==> src/rtl/dmem_pkg.sv <==
// Shared types and helpers for the data memory.
// Out-of-range handling is selected by DMEM_BOUNDS_CHECK_EN (see data_memory).
package dmem_pkg;

  localparam int DATA_W              = 32;
  localparam int DEFAULT_DEPTH_WORDS = 64;
  localparam int MAX_ADDR_W          = 64;

  typedef logic [DATA_W-1:0] word_t;

  // Drops the byte offset, then keeps only the bits that select a word.
  function automatic logic [MAX_ADDR_W-1:0] wordIndex(
    input logic [MAX_ADDR_W-1:0] byteAddr,
    input int unsigned           depthWords
  );
    logic [MAX_ADDR_W-1:0] mask;
    mask = MAX_ADDR_W'(depthWords - 1);
    return (byteAddr >> 2) & mask;
  endfunction

endpackage

==> src/rtl/dmem_addr_decode.sv <==
// Byte-address to word-index decode for data_memory.
// With DMEM_BOUNDS_CHECK_EN defined it also flags addresses inside the array.
module dmem_addr_decode
  import dmem_pkg::*;
#(
  parameter int ADDR_W      = 32,
  parameter int DEPTH_WORDS = DEFAULT_DEPTH_WORDS,
  localparam int IDX_W      = $clog2(DEPTH_WORDS)
) (
  input  logic [ADDR_W-1:0] byteAddr,
  output logic [IDX_W-1:0]  wordIdx
`ifdef DMEM_BOUNDS_CHECK_EN
  ,
  output logic              inRange
`endif
);

  assign wordIdx = IDX_W'(wordIndex(MAX_ADDR_W'(byteAddr), DEPTH_WORDS));

`ifdef DMEM_BOUNDS_CHECK_EN
  // Anything at or above 4*DEPTH_WORDS has a nonzero bit above the index field.
  assign inRange = ((byteAddr >> (IDX_W + 2)) == '0);
`endif

endmodule

==> src/rtl/data_memory.sv <==
// Word-addressed data memory: synchronous write, combinational read, async clear.
// DMEM_BOUNDS_CHECK_EN: reads above the array return 0 and writes there are dropped;
// otherwise upper address bits are ignored and addresses wrap.
module data_memory
  import dmem_pkg::*;
#(
  parameter int DEPTH_WORDS = DEFAULT_DEPTH_WORDS,
  parameter int ADDR_W      = 32
) (
  input  logic              clk,
  input  logic              rst_n,
  input  logic [ADDR_W-1:0] A,
  input  word_t             WriteData,
  input  logic              WE,
  output word_t             ReadData
);

  localparam int IDX_W = $clog2(DEPTH_WORDS);

  word_t            mem [DEPTH_WORDS];
  logic [IDX_W-1:0] wordIdx;
  logic             accessOk;
  logic             writeEn;

`ifdef DMEM_BOUNDS_CHECK_EN
  dmem_addr_decode #(
    .ADDR_W      (ADDR_W),
    .DEPTH_WORDS (DEPTH_WORDS)
  ) uDecode (
    .byteAddr (A),
    .wordIdx  (wordIdx),
    .inRange  (accessOk)
  );
`else
  dmem_addr_decode #(
    .ADDR_W      (ADDR_W),
    .DEPTH_WORDS (DEPTH_WORDS)
  ) uDecode (
    .byteAddr (A),
    .wordIdx  (wordIdx)
  );

  assign accessOk = 1'b1;
`endif

  assign writeEn = WE & accessOk;

  // Whole array clears asynchronously so a reset discards every stored word.
  always_ff @(posedge clk or negedge rst_n) begin
    if (!rst_n) begin
      for (int i = 0; i < DEPTH_WORDS; i++) begin
        mem[i] <= '0;
      end
    end else if (writeEn) begin
      mem[wordIdx] <= WriteData;
    end
  end

  // No write-through: a same-index write shows up only after the edge.
  assign ReadData = accessOk ? mem[wordIdx] : '0;

endmodule

==> config.mk <==
export PLATFORM = sky130hd
export DESIGN_NAME = data_memory
export DESIGN_NICKNAME = d
export VERILOG_FILES = /design/src/rtl/dmem_pkg.sv /design/src/rtl/dmem_addr_decode.sv /design/src/rtl/data_memory.sv
export SDC_FILE = /design/constraint.sdc
export NUM_CORES = 2
export LEC_CHECK = 0
export ABC_CLOCK_PERIOD_IN_PS = 2300
export BUFFER_PORTS_ARGS = -buffer_cell sky130_fd_sc_hd__buf_2
export CAP_MARGIN = 10
export CORE_UTILIZATION = 57
export DETAILED_ROUTE_END_ITERATION = 8
export PLACE_DENSITY = 0.77
export SYNTH_ARGS = -nofsm -noshare
export SYNTH_HDL_FRONTEND = slang
export SYNTH_HIERARCHICAL = 1
export SYNTH_SLANG_ARGS = --single-unit
==> constraint.sdc <==
create_clock -name clk -period 2.3 [get_ports clk]
set_input_delay 0.23 -clock clk [delete_from_list [all_inputs] [get_ports clk]]
set_output_delay 0.23 -clock clk [all_outputs]
set_load 0.01 [all_outputs]
[Yosys cells after proc, flatten, opt, wreduce, memory -nomap -nowiden]
Cells that the tools add are included.
Operators by class
  add/sub/neg operators: 0
  magnitude comparators: 2
  reductions and logical operators: 1
  $mul: 0
  equal/unequal tests: 0
  mux-type cells: 6
  divide/modulo/power cells: 0
  shift-type cells: 0
  bitwise operators: 1
Operators with widths (number)
  $bwmux 2048: 1
  $bmux 32 s6: 1
  $demux 32 s6: 1
  $mux 32: 3
  $ge 7x7->1 const B: 1
  $lt 7x1->1 const B: 1
  $not 6->7: 1
  $logic_and 1x1->1: 1
Word-level totals
  ROM bits: 0
  bits of input ports: 67
  register bits after elaboration: 2048
  RAM bits: 0
  latch bits: 0
  memories kept: 0

[Depth between registers and ports, before layout]
  word-level depth: 6
  gate-level depth with buffers: 12

[Cells and area by module]
The synthesis kept the hierarchy.
Modules (own cells, without submodules)
  data_memory: instances 1, cells each 6808, seq. area each 51249.2 um^2, area an instance 92236.0 um^2
  dmem_addr_decode: instances 1, cells each 6, seq. area each 0.0 um^2, area an instance 45.0 um^2

[Worst setup path before layout]
No wires, ideal clock.
  path type: input to output
  start point: input A[2]
  end point: output ReadData[2]
  path slack: -0.004 ns
  path buffers: 4
  required time: 2.070 ns
  arrival time: 2.074 ns
  stages on the path: 8
  path through: buf_4 > buf_6 > buf_4 > buf_2 > mux4_2 > mux2i_1 > o22ai_1 > or3_1
Between the ends
  word-level cells in the longest chain between the ends: 4
Ends and longest elaborated chain
  start, declared: line data_memory.sv:12  | input logic [ADDR_W-1:0] A,
  $not 6->7 (implied by the code): line data_memory.sv:60  | assign ReadData = accessOk ? mem[wordIdx] : '0;
  $bmux 32 s6: line data_memory.sv:60
  $mux 32 (implied by the code) (2 in a row): line data_memory.sv:60
  end, declared: line data_memory.sv:15  | output word_t ReadData
No other way between the ends. The select of a mux whose other input is x is not followed.

[Worst setup path in the final report]
  start point: register mem[1859] in the netlist's numbering
  end point: output ReadData[3]
Between the ends
  word-level cells in the longest chain between the ends: 3
Ends and longest elaborated chain
  start, declared: line data_memory.sv:20  | word_t mem [DEPTH_WORDS];
  start signal, assigned by index: line data_memory.sv:55  | mem[wordIdx] <= WriteData;
  $bmux 32 s6: line data_memory.sv:60
  $mux 32 (implied by the code) (2 in a row): line data_memory.sv:60
No other way between the ends. The select of a mux whose other input is x is not followed.

==> results.md <==
- Cell area after synthesis: 92300 um^2
- Crit path max-delay family: compound AO/OA/AOI/OAI gates
- Yosys warning count: 6
- Hold Vio Cnt, Final: 0
- Die Span Y: just over 400 um
- Vias in the first global route: about 70000
- Routed Antenna Nets: 0
- H-tree depth: 4
- Top_reg_cell synth: dfrtp_1
- DRT Pass-1 Iters: 7
- Slew margin rel.: around 22%
- Port bufs: just over 70
- CTS sink count: a little over 2000
- Fin nets: 7152
- HPWL after detailed placement: approximately 200000 um
- Reg with most FFs: mem
- Placed cells: 9017
- Post-synthesis sequential area ratio: between 50% and 60%
- Site row count: around 150
- Filler Cells Inserted: around 10000
- Post-Route WL: between 300000 and 400000 um
- Io pins: 99
- Status: finished with violations
- Largest regs: mem x2048
- Final setup margin: -0.961 ns
- Syn Area/Cell: roughly 14 um^2
- Clock buffer count from CTS: 200
- Initial antenna violation count: 11
- CP endpoint kind: output pin
- Crit path time final: approximately 3.3 ns
- F_max: 307 MHz
- Largest register FFs: roughly 2000
- Non-filler cells, final: around 9400
- WL per Instance: 33.7 um
- Worst-margin pin slew: roughly 1.2 ns
- Setup violators final: 32
- Worst EP arrival: approximately 3.0 ns
- Crit Path Class: flop to output pin
- WP buf/inv: 1
- Die width: 404 um
- Reg clk slew, reported paths: ~0.070 ns
- Mapped Nets: 6881
- Unrepaired setup endpoints after global routing: yes
- Total grt overflow: 0
- Initial Util: between 50% and 60%
- Ratio of cells with drive above 1 in the final layout: between 40% and 50%
- Critical Path Slowest Stage Cell: mux4_2
- Fin Hold WS: about 0.072 ns
- Vias per cell: roughly 7.0
- Hold crit path type: input pin to flop
- TritonCTS clock tree: built
- Slew Viols, Final: 0
- PwrDens: 815 nW/um^2
- Cell count after synthesis: between 6000 and 7000
- Die Area: between 150000 and 200000 um^2
- Crit path max fanout: 2
- CP max stage delay: 0.49 ns
- Maximum clock insertion buffer count: 3
- Tcrit/Tclk final: 142%
- Root Buffer: clkbuf_16
- Register bit total from synthesis: between 2000 and 2500
- Iter 0 DRT Violations: 7700
- Core box area: 161000 um^2
- Post-synth ARST share: between 90% and 100%
- GRT Util Overall: 38.9%
- Max cap viols: 0
- Synth cell types: 60
- Synth-to-Final Area Change: 18.8%
- Largest net degree at the start of global routing: around 130
- Req. time, crit path: 2.07 ns
- First-pass GRT wire length: roughly 460000 um
- Worst VDD drop: slightly below 0.9 mV
- Layout Skew: 0 ns
- Worst skew pair latency: 0.87 ns
- Post-synth EDFFs: 0
- Routed vias: approximately 66000
- Leakage power: a little over 50 nW
- # DRC: 0
- Total power: 0.0894 W
- Failing checks: setup timing
- Crit-path cells: mux4_2 -> a221o_1 -> a31oi_4 -> a21oi_2 -> or4_4 -> buf_6
- Crit start category: flop
- Placer Congestion: 0.953
synthesized netlist by cell type (all sizes together), types with 5 or more instances:
| cell | count | area, um^2 |
|---|---|---|
| a221oi | 273 | 2390 |
| nor2 | 83 | 319 |
| o22ai | 85 | 532 |
| a221o | 14 | 140 |
| or3 | 9 | 56.3 |
| a31oi | 8 | 50.1 |
| a21oi | 266 | 1330 |
| mux4 | 63 | 1420 |
| o32ai | 6 | 52.6 |
| or4 | 13 | 97.6 |
| o2bb2ai | 12 | 105 |
| a22o | 52 | 455 |
| nor3 | 12 | 65.1 |
| mux2i | 111 | 1110 |
| or2 | 5 | 31.3 |
| clkbuf | 302 | 1130 |
| nor4 | 18 | 113 |
| and4 | 6 | 52.6 |
| o2111ai | 8 | 70.1 |
| nand4 | 11 | 68.8 |
| nand2b | 20 | 125 |
| a222oi | 6 | 60.1 |
| and3 | 7 | 43.8 |
| o221ai | 17 | 149 |
| a22oi | 428 | 3210 |
| nand2 | 113 | 424 |
| nor2b | 9 | 56.3 |
| buf | 461 | 2290 |
| o21ai | 150 | 751 |
| o211ai | 21 | 158 |
| mux2 | 2082 | 23400 |
| dfrtp | 2048 | 51200 |
| a211oi | 27 | 203 |
| nand3 | 25 | 125 |
routing by layer:
metal,up-vias,GRT usage (%),part of all wire (%)
li1,26100,-,-
met1,34300,49.6,36
met2,4187,56.4,43
met3,1297,12.3,12
met4,4,27.2,8.3
met5,-,0,0.0085
what timing repair did:
action / CTS / global route
buffers inserted: 13 / 4
endpoints found under the hold margin: 1385 / 0
hold buffers: 12 / 0
cloned: 1 / 0
pin swaps: 67 / 53
resized for setup: 214 / 81
endpoints found under the setup margin: 32 / 32
area by class of cell:
class                   instances  area, um^2  area share, %
flip-flops and latches       2048       51200           46.7
inverters                       2        7.51        0.00685
diodes                         11        27.5         0.0251
clock inverters                62         818          0.746
repair buffers                832        9650           8.80
multi-input cells            4001       39200           35.8
clock buffers                 307        5970           5.44
well taps                    2160        2700           2.46
cell families (layout without fill, tap and decap cells):
kind of cell	after synthesis	in the layout	synth area share [%]
muxes	2256	2256	28.1
DFF	2048	2048	55.5
AOI/OAI and AO/OA	1404	1404	10.8
buffers and inverters	765	1203	3.72
and+or+nand+nor	341	341	1.80
other	0	11	0
report_power, final:
part	leakage, nW	total, W	switching, W	internal (W)
sequential	27.2	0.0434	0.00263	0.0408
clock	3.33	0.0338	0.0145	0.0194
combinational	19.9	0.0121	0.00586	0.00623
total	50.5	0.0894	0.0230	0.0664
through the flow:
stage               setup TNS (ns)  instance area [um^2]  setup slack [ns]  utilization [%]
global route                -22.47                110000             -1.02             68.3
floorplan                        0                 92300           0.00924                -
global placement           -121.56                101000            -0.920             63.0
CTS                         -20.92                109000             -1.00             68.0
finish                      -20.71                110000            -0.961             68.3
detailed placement         -153.92                101000            -0.930             63.0
path summary, 6_finish.rpt:
path                                        from                    end  slack [ns]  cells after the start
max                        mem[1859]$_DFFE_PN0P_            ReadData[3]       -0.96                      6
min                                 WriteData[6]   mem[870]$_DFFE_PN0P_        0.07                      2
max reg2reg                 mem[874]$_DFFE_PN0P_   mem[874]$_DFFE_PN0P_        1.38                      2
min reg2reg                mem[1929]$_DFFE_PN0P_  mem[1929]$_DFFE_PN0P_        0.49                      1
max in group asynchronous                  rst_n   mem[338]$_DFFE_PN0P_        1.29                      4
min in group asynchronous                  rst_n  mem[1289]$_DFFE_PN0P_        0.22                      3
layout by cell type, fill, tap and decap left out, types with 19 or more instances in the layout:
master / instances
nor2_4: 35
mux4_2: 63
a21oi_2: 25
nand2b_1: 19
clkbuf_1: 53
o22ai_1: 82
a21oi_1: 241
nand2_1: 76
nor2_1: 44
buf_4: 480
clkinv_2: 27
a221oi_2: 69
dfrtp_1: 2048
mux2_2: 2061
clkbuf_8: 52
buf_6: 22
nand2_2: 37
mux2i_1: 103
o21ai_1: 34
buf_2: 46
a221oi_1: 202
buf_12: 269
a22o_1: 52
a211oi_1: 22
clkbuf_16: 202
o21ai_0: 103
o211ai_1: 21
a22oi_1: 424
(Power assumes the default switching activity.)
